==> config.mk <==
export PLATFORM = sky130hd
export DESIGN_NAME = exc_commit_ctrl
export DESIGN_NICKNAME = d
export VERILOG_FILES = /design/src/rtl/exc_commit_ctrl.sv
export SDC_FILE = /design/constraint.sdc
export NUM_CORES = 1
export LEC_CHECK = 0
export ABC_AREA = 1
export ABC_CLOCK_PERIOD_IN_PS = 2200
export BUFFER_PORTS_ARGS = -buffer_cell sky130_fd_sc_hd__buf_2
export CORE_MARGIN = 3
export CORE_UTILIZATION = 49
export DETAILED_ROUTE_END_ITERATION = 8
export GPL_ROUTABILITY_DRIVEN = 1
export PLACE_DENSITY = 0.95
export SKIP_CTS_REPAIR_TIMING = 1
export SYNTH_ARGS = -nofsm -noshare
export SYNTH_HDL_FRONTEND = slang
export SYNTH_SLANG_ARGS = --single-unit
==> constraint.sdc <==
create_clock -name clk -period 2.2 [get_ports clk]
set_input_delay 0.44 -clock clk [delete_from_list [all_inputs] [get_ports clk]]
set_output_delay 0.44 -clock clk [all_outputs]
set_load 0.02 [all_outputs]
==> src/rtl/exc_commit_ctrl.sv <==
// Exception/interrupt/ERTN commit sequencer: picks the winning event at writeback,
// pulses the CSR file, drains memory responses, then redirects fetch.
module exc_commit_ctrl (
    input  logic        clk,
    input  logic        reset,
    input  logic        ws_valid,
    output logic        ws_ready,
    input  logic [31:0] ws_pc,
    input  logic [31:0] ws_vaddr,
    input  logic        ws_ex_adef,
    input  logic        ws_ex_ine,
    input  logic        ws_ex_sys,
    input  logic        ws_ex_brk,
    input  logic        ws_ex_ale,
    input  logic        ws_ertn,
    input  logic        int_pending,
    input  logic        crmd_ie,
    input  logic [31:0] csr_eentry,
    input  logic [31:0] csr_era,
    output logic        ws_commit_ok,
    output logic        wb_ex,
    output logic [5:0]  wb_ecode,
    output logic [8:0]  wb_esubcode,
    output logic [31:0] wb_pc,
    output logic [31:0] wb_vaddr,
    output logic        eret_flush,
    input  logic        mem_pending,
    output logic        pipe_kill,
    output logic        flush_valid,
    output logic [31:0] flush_target,
    input  logic        flush_ready
);

    typedef enum logic [1:0] {
        IDLE     = 2'd0,
        COMMIT   = 2'd1,
        DRAIN    = 2'd2,
        REDIRECT = 2'd3
    } state_t;

    state_t      state_reg;
    logic        int_take;
    logic        has_ex;
    logic        event_det;
    logic [5:0]  ecode_next;
    logic [31:0] vaddr_next;

    // Priority chain: interrupt first, then exceptions in fixed order; ERTN only if nothing else.
    always_comb begin
        int_take   = int_pending & crmd_ie;
        has_ex     = int_take | ws_ex_adef | ws_ex_ine | ws_ex_sys | ws_ex_brk | ws_ex_ale;
        event_det  = ws_valid & (state_reg == IDLE) & (has_ex | ws_ertn);
        ecode_next = wb_ecode;
        vaddr_next = wb_vaddr;
        if (int_take) begin
            ecode_next = 6'h00;
        end else if (ws_ex_adef) begin
            ecode_next = 6'h08;
            vaddr_next = ws_pc;
        end else if (ws_ex_ine) begin
            ecode_next = 6'h0D;
        end else if (ws_ex_sys) begin
            ecode_next = 6'h0B;
        end else if (ws_ex_brk) begin
            ecode_next = 6'h0C;
        end else if (ws_ex_ale) begin
            ecode_next = 6'h09;
            vaddr_next = ws_vaddr;
        end
    end

    assign ws_commit_ok = ws_valid & (state_reg == IDLE) & ~(has_ex | ws_ertn);

    always_ff @(posedge clk) begin
        if (reset) begin
            state_reg    <= IDLE;
            ws_ready     <= 1'b1;
            wb_ex        <= 1'b0;
            eret_flush   <= 1'b0;
            wb_ecode     <= '0;
            wb_esubcode  <= '0;
            wb_pc        <= '0;
            wb_vaddr     <= '0;
            pipe_kill    <= 1'b0;
            flush_valid  <= 1'b0;
            flush_target <= '0;
        end else begin
            wb_ex      <= 1'b0;
            eret_flush <= 1'b0;
            case (state_reg)
                IDLE: begin
                    if (event_det) begin
                        state_reg    <= COMMIT;
                        wb_ex        <= has_ex;
                        eret_flush   <= ~has_ex;
                        wb_pc        <= ws_pc;
                        wb_ecode     <= ecode_next;
                        wb_vaddr     <= vaddr_next;
                        flush_target <= has_ex ? csr_eentry : csr_era;
                        pipe_kill    <= 1'b1;
                        ws_ready     <= 1'b0;
                    end
                end
                COMMIT: begin
                    state_reg <= DRAIN;
                end
                DRAIN: begin
                    if (!mem_pending) begin
                        state_reg   <= REDIRECT;
                        flush_valid <= 1'b1;
                    end
                end
                REDIRECT: begin
                    if (flush_ready) begin
                        state_reg   <= IDLE;
                        flush_valid <= 1'b0;
                        pipe_kill   <= 1'b0;
                        ws_ready    <= 1'b1;
                    end
                end
                default: state_reg <= IDLE;
            endcase
        end
    end

endmodule

Word-level counts from Yosys, hierarchy flattened

Cells that the tools add are included.

Equal/unequal tests: 9
Bitwise logic cells: 15
Mux-type cells: 24
Reductions and logical operators: 12

Operators by type and width:

| cell                                          | number |
|---|---|
| 2-to-1 mux 32 bit                             | 6 |
| 2-to-1 mux 6 bit                              | 6 |
| != test 2 bit, second input constant          | 6 |
| AND reduction 3 bit                           | 4 |
| one-hot mux 2 bit (4 select lines)            | 1 |
| AND reduction 7 bit                           | 1 |
| 2-to-1 mux 2 bit                              | 3 |
| OR 1 bit                                      | 6 |
| one-hot mux 1 bit (2 select lines)            | 3 |
| nonzero test 2 bit                            | 3 |
| nonzero test 6 bit                            | 1 |
| 2-to-1 mux 1 bit                              | 5 |
| NOT 1 bit                                     | 5 |
| bitwise AND 1 bit                             | 4 |
| == test 2 bit, second input constant          | 2 |
| OR reduction 3 bit                            | 1 |
| == test 2 x 1 -> 1 bit, second input constant | 1 |
| logical NOT 2 bit                             | 1 |
| AND reduction 2 bit                           | 1 |

Logic and storage cells: 70
Register bits: 109

Depth between registers and ports, before layout

Gate-level depths: netlist (run 1).

Depth in word-level cells: 10
Mapped depth: 11

Worst setup path before layout (run 1)

No wires, ideal clock.

Path kind: input-to-output
Start point: in ws_ex_adef
End point: out ws_commit_ok
Data arrival time: 1.296 ns
Stages: 6
Path buffers: 1
Path slack: 0.464 ns
Path through: buf_6 nor2_4 nand2_1 nor2_4 nand2_1 nor2_1

Longest elaborated chain between the ends: 8

Ends and longest elaborated chain:

| what                   | RTL line | source |
|---|---|---|
| start: declaration     | 10       | `input logic ws_ex_adef,` |
| OR 1 bit (5 in series) | 51       | `has_ex = int_take \| ws_ex_adef \| ws_ex_ine \| ws_ex_sys \| ws_ex_brk \| ws_ex_ale;` |
| OR 1 bit               | 72       | `assign ws_commit_ok = ws_valid & (state_reg == IDLE) & ~(has_ex \| ws_ertn);` |
| NOT 1 bit              | 72       |  |
| bitwise AND 1 bit      | 72       |  |
| end: declaration       | 20       | `output logic ws_commit_ok,` |

No other way between the ends.

Worst setup path after layout (run 1)

Start point: in ws_ex_brk
End point: out ws_commit_ok

Longest elaborated chain between the ends: 5

Ends and longest elaborated chain:

| what                   | RTL line | source |
|---|---|---|
| start: declaration     | 13       | `input logic ws_ex_brk,` |
| OR 1 bit (2 in series) | 51       |  |
| OR 1 bit               | 72       |  |
| NOT 1 bit              | 72       |  |
| bitwise AND 1 bit      | 72       |  |

No other way between the ends.

==> impl_results.md, run 1 <==
* Status: finished clean
* CTS tree: yes
* Clock skew at 0.0123 ns
* Fin crit share at 85.8%
* Worst VDD drop at 511 uV
* Main combinational cell family by area after synthesis: simple AND/OR/NAND/NOR gates
* CP arrival at 1.45 ns
* Synth area leaders: dfxtp_1 44%, nand2_1 17%, nor2_1 11%, mux2i_1 6.6%, a21oi_1 4.2%
* Initial Util at 51.3%
* Largest net degree at the start of global routing at 41
* Simple-gate share of the synthesized area at 32.2%
* Hold depth at 3
* DIE AREA at 0.0111 mm2
* RePlAce Congestion at 0.856
* Total Routing Usage GR at 23.8%
* Clk sinks at 107
* Fin. Hold Viols at 0
* Share of layout cells above drive strength 1 at 31.2%
* R2R Path End: flush_target[11]$_SDFFE_PP0P_
* CP Cell Sequence: buf_2 -> nor2_1 -> nand2_1 -> nor2_4 -> nand2_1 -> nor2_1 -> buf_2
* Post-Route Setup TNS at 0 ns
* Drt wl/cell at 13.4 um
* #FFs+latches synth at 107
* Register area at 0.00214 mm2
* Initial antenna violation count at 2
* Placed instance area at 0.00613 mm2
* Post-DR vias/cell at 4.91
* Max Freq at 530 MHz
* Worst reg-to-reg setup slack at 0.49 ns
* Adder-cell area share of the yosys netlist at 0.776%
* CP max stage delay at 0.19 ns
* Fin crit period at 1.89 ns
* Biggest regs: flush_target (32), wb_pc (32), wb_vaddr (32)
* Syn. warnings at 0
* Hold_ws at 0.331 ns
* Crit start category: input pin
* First-pass GRT wire length at 21700 um
* Hold path start: ws_pc[21]
* Final wirelength at 14100 um
* CTS root buffer: clkbuf_8
* Combinational share of power at 40.2%
* Gr ovfl total at 0
* CTS H-Tree Depth at 3
* Area leader, netlist: dfxtp_1
* Power per cell area at 953 mW/mm2
* CP Buf/Inv Count at 2
* Yosys cell types at 22
* Worst skew pair latency at 0.35 ns
* Mux contribution to synthesized area at 6.63%
* # nets final at 1062
* CP top delay family: simple AND/OR/NAND/NOR gates
* Power share of the sequential group at 41.5%
* Sequential area share after synthesis at 44.3%
* Clock power frac at 18.4%
* Vias in the first global route at 4678
* Area delta synth->final at 30.5%
* # IOs at 258
* Die Y at 105 um
* Drt initial violations at 272
* Max clock buf depth at 2
* Drt pass-1 iters at 5
* Fill count at 809
* Maxcap violations at 0
* P_sw at 2.45 mW
* Internal at 3.57 mW
* Syn Inst Count at 687
* Synth Area in XOR/XNOR at 0%
* Row cnt at 35
* Final setup vio count at 0
* Unrepaired setup endpoints after global routing: no
* Final Max Slew Viols at 0
* CP max-delay cell: nor2_4
* Critical path required time at 1.76 ns
* Hold crit path type: in -> reg
* Hold Path End: wb_pc[21]$_SDFFE_PP0P_
* Critical path endpoint category: output port
* Worst Path Max Fanout at 6
* Final Cell Area at 0.00631 mm2
* Vias at 5165
* DRC at 0
* Setup CP Type: in -> out
* Die Span X at 105 um
* Post-route ant nets at 0
* Cts bufs inserted at 9
* Synth Area in Compound Gates at 8.23%
* Area share of the largest cell type after synthesis at 44.3%
* Multi-input gate area at 0.00236 mm2
* Post-Syn Area at 0.00483 mm2
* DPL Wire Length at 10800 um
* Worst r2r path cells at 7
* Avg Cell Area, Syn at 7.04 um2
* Leak pwr at 3.38 nW
* Core footprint at 0.00942 mm2
* Crit Reg-Reg Startpoint: state_reg[0]$_SDFFE_PP0P_
* Sw Ratio at 40.7%
* Clk slew on worst S/H paths at 0.11 ns
* Port bufs at 246
## how the worst max path moves through the flow
stage,from,to,slack [ns],cells after the start
after floorplan,ws_ex_adef,ws_commit_ok,0.46,6
after global placement,ws_ex_brk,ws_commit_ok,0.33,7
after detailed placement,ws_ex_brk,wb_pc[17]$_SDFFE_PP0P_,0.28,9
after CTS,state_reg[0]$_SDFFE_PP0P_,ws_commit_ok,0.29,5
after global routing,state_reg[0]$_SDFFE_PP0P_,ws_commit_ok,0.18,5
final,ws_ex_brk,ws_commit_ok,0.31,7
## synth_stat cells (all sizes together)
cell	count
a221oi	1
buf	31
clkbuf	25
a21oi	42
nor2	138
mux2i	32
o21ai	32
and2	1
o31ai	1
conb	1
or2	1
dfxtp	107
nand4	1
nand2	214
ha	3
nand3	40
inv	17
## placed cells by master, fill, tap and decap left out, types with 3 or more instances in the layout
| cell | instances |
|---|---|
| nor2_1 | 136 |
| mux2i_1 | 32 |
| a21oi_1 | 40 |
| buf_4 | 18 |
| nand3_1 | 40 |
| o21ai_0 | 29 |
| nand2_1 | 213 |
| o21ai_1 | 3 |
| conb_1 | 11 |
| clkbuf_8 | 9 |
| inv_1 | 16 |
| ha_1 | 3 |
| buf_2 | 246 |
| dfxtp_1 | 107 |
## per-layer routing
metal | routed length, um | track usage, % | vias to the layer above
li1 | - | - | 2611
met3 | 1230 | 5.94 | 25
met5 | 11 | 0 | -
met2 | 7010 | 42.8 | 218
met4 | 280 | 8.81 | 2
met1 | 5530 | 27.1 | 2309
## worst register-to-register path: stages (launching register included)
cell and delay, ns:
dfxtp_1 0.32, inv_1 0.09, ha_1 0.22, nand2_1 0.13
a21oi_4 0.26, buf_4 0.36, nand2_1 0.12, a21oi_1 0.13
## through the flow
stage	utilization [%]	power (mW)	std cells	setup slack, ns
floorplan	-	4.18	697	0.464
global placement	65.1	4.88	1036	0.327
detailed placement	65.1	4.96	1036	0.284
CTS	67.0	6.06	1052	0.293
global route	67.0	6.42	1053	0.182
finish	67.0	6.01	1053	0.313
## cell type report
class | count | share of cell area [%]
Antenna cell | 1 | 0.0397
Clock buffer | 10 | 2.02
Clock inverter | 6 | 0.773
Inverter | 17 | 1.01
Multi-Input combinational cell | 517 | 37.4
Sequential cell | 107 | 33.9
Tap cell | 129 | 2.56
Timing Repair Buffer | 266 | 22.3
## power groups by stage
stage	logic [mW]	registers [mW]	clock network, mW
final	2.42	2.49	1.10
after global routing	2.67	2.54	1.21
after CTS	2.43	2.49	1.14
after detailed placement	2.42	2.54	0
after global placement	2.36	2.52	0
after floorplan	1.21	2.97	0
## kinds of logic (layout without fill, tap and decap cells)
family,Yosys count,count (layout)
AOI/OAI and AO/OA,76,76
adders and majority gates,3,3
buffers and inverters,73,299
DFF,107,107
muxes,32,32
other,1,12
and+or+nand+nor,395,395
(Power assumes the default switching activity.)
==> run 2: changes to the inputs <==
--- a/config.mk
+++ b/config.mk
@@ -12,7 +12,7 @@
 export CORE_UTILIZATION = 49
 export DETAILED_ROUTE_END_ITERATION = 8
 export GPL_ROUTABILITY_DRIVEN = 1
-export PLACE_DENSITY = 0.95
+export PLACE_DENSITY_LB_ADDON = 0.3
 export SKIP_CTS_REPAIR_TIMING = 1
 export SYNTH_ARGS = -nofsm -noshare
 export SYNTH_HDL_FRONTEND = slang
==> impl_results.md, run 2 (same netlist as run 1, synthesis figures left out) <==
* Fin. Hold Viols at 0
* Antenna cell count at 0
* Port bufs at 246
* Setup CP Type: reg -> out
* Max Freq at 527 MHz
* Final setup vio count at 0
* DIE AREA at 0.0111 mm2
* Final core occ at 66.6%
* Area delta synth->final at 29.7%
* Gr ovfl total at 0
* Post-DR vias/cell at 4.79
* Clock power frac at 18.2%
* Clk slew on worst S/H paths at 0.10 ns
* Unrepaired setup endpoints after global routing: no
* Worst VDD drop at 532 uV
* Drt wl/cell at 13.0 um
* Post-route ant nets at 0
* Critical path required time at 1.76 ns
* Multi-input gate area at 0.00236 mm2
* Die Span X at 105 um
* Internal at 3.55 mW
* Post-Route Setup TNS at 0 ns
* Share of layout cells above drive strength 1 at 30.7%
* Total Routing Usage GR at 23.2%
* Critical path endpoint category: output port
* Fill count at 875
* Crit Reg-Reg Startpoint: state_reg[0]$_SDFFE_PP0P_
* Row cnt at 35
* Final wirelength at 13600 um
* Fin crit period at 1.90 ns
* Status: finished clean
* Maxcap violations at 0
* RePlAce Congestion at 0.786
* Initial Util at 51.3%
* Hold path start: ws_pc[20]
* Clk sinks at 107
* Commonest non-fill, non-tap cell in the layout: buf_2
* Sw Ratio at 40.5%
* Leak pwr at 3.35 nW
* # IOs at 258
* Core footprint at 0.00942 mm2
* Place WS at 0.343 ns
* Power per cell area at 951 mW/mm2
* Placed instance area at 0.00609 mm2
* Final Cell Area at 0.00627 mm2
* P_sw at 2.41 mW
* CTS tree: yes
* First-pass GRT wire length at 21300 um
* Register area at 0.00214 mm2
* Setup WS post-layout at 0.303 ns
* Cts bufs inserted at 9
* Crit start category: flip-flop
* Final Max Slew Viols at 0
* Drt pass-1 iters at 5
* Vias in the first global route at 4472
* Fin crit share at 86.2%
* Clock skew at 0.0114 ns
* Max clock buf depth at 2
* Biggest regs: flush_target (32), wb_pc (32), wb_vaddr (32)
* Die Y at 105 um
* CP Launch Point: state_reg[0]$_SDFFE_PP0P_
* Worst skew pair latency at 0.36 ns
* Most frequent cells in the layout: 246 x buf_2, 213 x nand2_1, 136 x nor2_1
* DPL Wire Length at 10100 um
* CTS root buffer: clkbuf_8
* Vias at 5009
* Slew HR at 60.8%
* Drt initial violations at 211
* Power share of the sequential group at 41.8%
* Combinational share of power at 39.9%
* CTS H-Tree Depth at 3
* Largest net degree at the start of global routing at 66
* CP arrival at 1.46 ns
* DRC at 0
* Initial antenna violation count at 0
* Worst Path Max Fanout at 4
* # nets final at 1055
* Hold crit path type: in -> reg
* Worst-Margin Slew at 0.589 ns
==> run 2: cell types whose count changed in the layout (fill, tap and decap cells not counted), sizes merged <==
cell    previous run  this run
buf              266       259
clkinv             2         3
diode              1         0
inv               19        18
==> run 2: final timing paths <==
kind	endpoint	slack (ns)	cells past startpoint
max	ws_commit_ok	0.30	5
min	wb_pc[20]$_SDFFE_PP0P_	0.34	3
max reg2reg	wb_vaddr[19]$_SDFFE_PP0P_	0.49	8
min reg2reg	flush_target[12]$_SDFFE_PP0P_	0.47	2
==> run 2: layout make-up <==
class | instances | area share, %
multi-input cells | 517 | 37.6
repair buffers | 259 | 21.8
flip-flops and latches | 107 | 34.2
clock buffers | 10 | 2.04
clock inverters | 6 | 0.798
well taps | 129 | 2.57
inverters | 17 | 1.02
==> run 2: power groups by stage <==
| stage | combinational (mW) | clock (mW) | sequential (mW) |
|---|---|---|---|
| finish | 2.38 | 1.09 | 2.49 |
| global route | 2.66 | 1.20 | 2.54 |
| CTS | 2.40 | 1.13 | 2.50 |
| detailed placement | 2.40 | 0 | 2.54 |
| global placement | 2.38 | 0 | 2.52 |
| floorplan | 1.21 | 0 | 2.97 |
==> run 2: through the flow <==
step                hold slack [ns]  power [mW]  cells
global placement              0.444        4.90   1029
CTS                           0.324        6.03   1045
finish                        0.344        5.96   1045
floorplan                     0.482        4.18    697
detailed placement            0.451        4.94   1029
global route                  0.335        6.40   1045
==> run 2: routing by layer <==
layer / vias up / routed length (um) / track usage (%) / share of wire (%)
li1: 2599 / - / - / -
met1: 2208 / 5640 / 28.2 / 41
met2: 190 / 6710 / 39.3 / 49
met3: 12 / 1110 / 6.74 / 8.2
met4: 0 / 161 / 7.31 / 1.2
met5: - / 0 / 0 / 0
==> run 2: worst max-delay path: stages, from the launching register on <==
cell and delay [ns]:
dfxtp_1 0.32, inv_1 0.10, ha_1 0.23, nand2_1 0.15, nor2_1 0.13, buf_2 0.18
==> run 3: changes to the inputs <==
--- a/config.mk
+++ b/config.mk
@@ -6,7 +6,7 @@
 export NUM_CORES = 1
 export LEC_CHECK = 0
 export ABC_AREA = 1
-export ABC_CLOCK_PERIOD_IN_PS = 2200
+export ABC_CLOCK_PERIOD_IN_PS = 2380
 export BUFFER_PORTS_ARGS = -buffer_cell sky130_fd_sc_hd__buf_2
 export CORE_MARGIN = 3
 export CORE_UTILIZATION = 49
==> constraint.sdc (replaced) <==
create_clock -name clk -period 2.38 [get_ports clk]
set_input_delay 0.476 -clock clk [delete_from_list [all_inputs] [get_ports clk]]
set_output_delay 0.476 -clock clk [all_outputs]
set_load 0.02 [all_outputs]
==> impl_results.md, run 3 (same netlist as run 1, synthesis figures left out) <==
* DRC at 0
* Hold crit path type: in -> reg
* Fin cells at 1045
* Total power at 5.73 mW
* Vias at 4997
* Setup CP Type: reg -> out
* Gr ovfl total at 0
* Max clock buf depth at 2
* Post-DR vias/cell at 4.78
* Die Y at 105 um
* Leak pwr at 3.37 nW
* Placed insts at 1029
* Port bufs at 246
* Metal3 WL at 1100 um
* Final wirelength at 13500 um
* Worst Path Max Fanout at 4
* Antenna cell count at 0
* Vias in the first global route at 4445
* Final Max Slew Viols at 0
* Share of layout cells above drive strength 1 at 30.7%
* Cts bufs inserted at 9
* # IOs at 258
* Fin crit share at 80.8%
* Drt initial violations at 201
* Post-Route Setup TNS at 0 ns
* Drt wl/cell at 12.9 um
* DIE AREA at 0.0111 mm2
* CP arrival at 1.45 ns
* Critical path required time at 1.90 ns
* Final setup vio count at 0
* Drt pass-1 iters at 5
* Maxcap violations at 0
* Max Freq at 520 MHz
* Fin. Hold Viols at 0
* Routed wl met2 at 6540 um
* # nets final at 1055
* R2R Path End: wb_vaddr[4]$_SDFFE_PP0P_
* Biggest regs: flush_target (32), wb_pc (32), wb_vaddr (32)
* Worst skew pair latency at 0.35 ns
* Core footprint at 0.00942 mm2
* DPL Wire Length at 10100 um
* Clock skew at 0.0113 ns
* Worst r2r path cells at 8
* Power per cell area at 907 mW/mm2
* Unrepaired setup endpoints after global routing: no
* Setup crit end: ws_commit_ok
* WL met1 at 5600 um
* Commonest non-fill, non-tap cell in the layout: buf_2
* Largest net degree at the start of global routing at 60
* Crit Reg-Reg Startpoint: state_reg[0]$_SDFFE_PP0P_
* Final core occ at 67.1%
* Status: finished clean
* CTS tree: yes
* Crit start category: flip-flop
* Die Span X at 105 um
* Initial Util at 51.3%
* Total Routing Usage GR at 22.7%
* CTS root buffer: clkbuf_8
* CP Launch Point: state_reg[0]$_SDFFE_PP0P_
* CTS H-Tree Depth at 3
* Highest Signal Layer: met4
* RePlAce Congestion at 0.852
* Worst reg-to-reg setup slack at 0.64 ns
* Most frequent cells in the layout: 246 x buf_2, 213 x nand2_1, 136 x nor2_1
* Worst VDD drop at 538 uV
* Initial antenna violation count at 0
* Row cnt at 35
* Post-route ant nets at 0
* Critical path endpoint category: output port
* Area delta synth->final at 30.6%
* Fin crit period at 1.92 ns
* Clk slew on worst S/H paths at 0.10 ns
* Clk sinks at 107
* First-pass GRT wire length at 21000 um
==> run 3: how the worst min path moves through the flow <==
stage                                         start  slack, ns  depth (start not counted)                   endpoint
final                                     ws_pc[20]       0.38                          3     wb_pc[20]$_SDFFE_PP0P_
after global routing                      ws_pc[21]       0.37                          3     wb_pc[21]$_SDFFE_PP0P_
after CTS                                 ws_pc[21]       0.36                          3     wb_pc[21]$_SDFFE_PP0P_
after detailed placement      ws_ready$_SDFFE_PP1P_       0.44                          2      ws_ready$_SDFFE_PP1P_
after global placement        ws_ready$_SDFFE_PP1P_       0.44                          2      ws_ready$_SDFFE_PP1P_
after floorplan           state_reg[0]$_SDFFE_PP0P_       0.48                          2  state_reg[0]$_SDFFE_PP0P_
==> run 3: worst max-delay path, stage by stage, from the launching register on <==
cell and delay [ns]:
dfxtp_1 0.32, inv_1 0.10, ha_1 0.22, nand2_1 0.15, nor2_1 0.13, buf_2 0.18
==> run 3: stage by stage <==
step	setup WS [ns]	hold slack (ns)	area (um2)
after floorplan	0.572	0.482	4870
after global placement	0.475	0.439	6090
after detailed placement	0.403	0.443	6090
after CTS	0.434	0.358	6320
after global routing	0.310	0.371	6320
final	0.456	0.379	6320
==> run 3: final cells by class <==
class	instances	area (um2)
Multi-Input combinational cell	517	2360
Tap cell	129	161
Fill cell	881	3100
Timing Repair Buffer	259	1370
Clock inverter	6	96.3
Sequential cell	107	2140
Inverter	17	63.8
Clock buffer	10	128
==> run 3: routing by layer <==
| layer | vias to the layer above | track usage (%) |
|---|---|---|
| met1 | 2193 | 28.0 |
| met2 | 187 | 38.5 |
| li1 | 2596 | - |
| met3 | 21 | 6.06 |
| met5 | - | 0 |
| met4 | 0 | 7.31 |
==> run 3: where the power goes <==
part / switching, mW / internal, mW / leakage (nW)
logic: 1.44 / 0.749 / 2.38
registers: 0.163 / 2.14 / 0.879
clock network: 0.629 / 0.607 / 0.109
total: 2.24 / 3.49 / 3.37
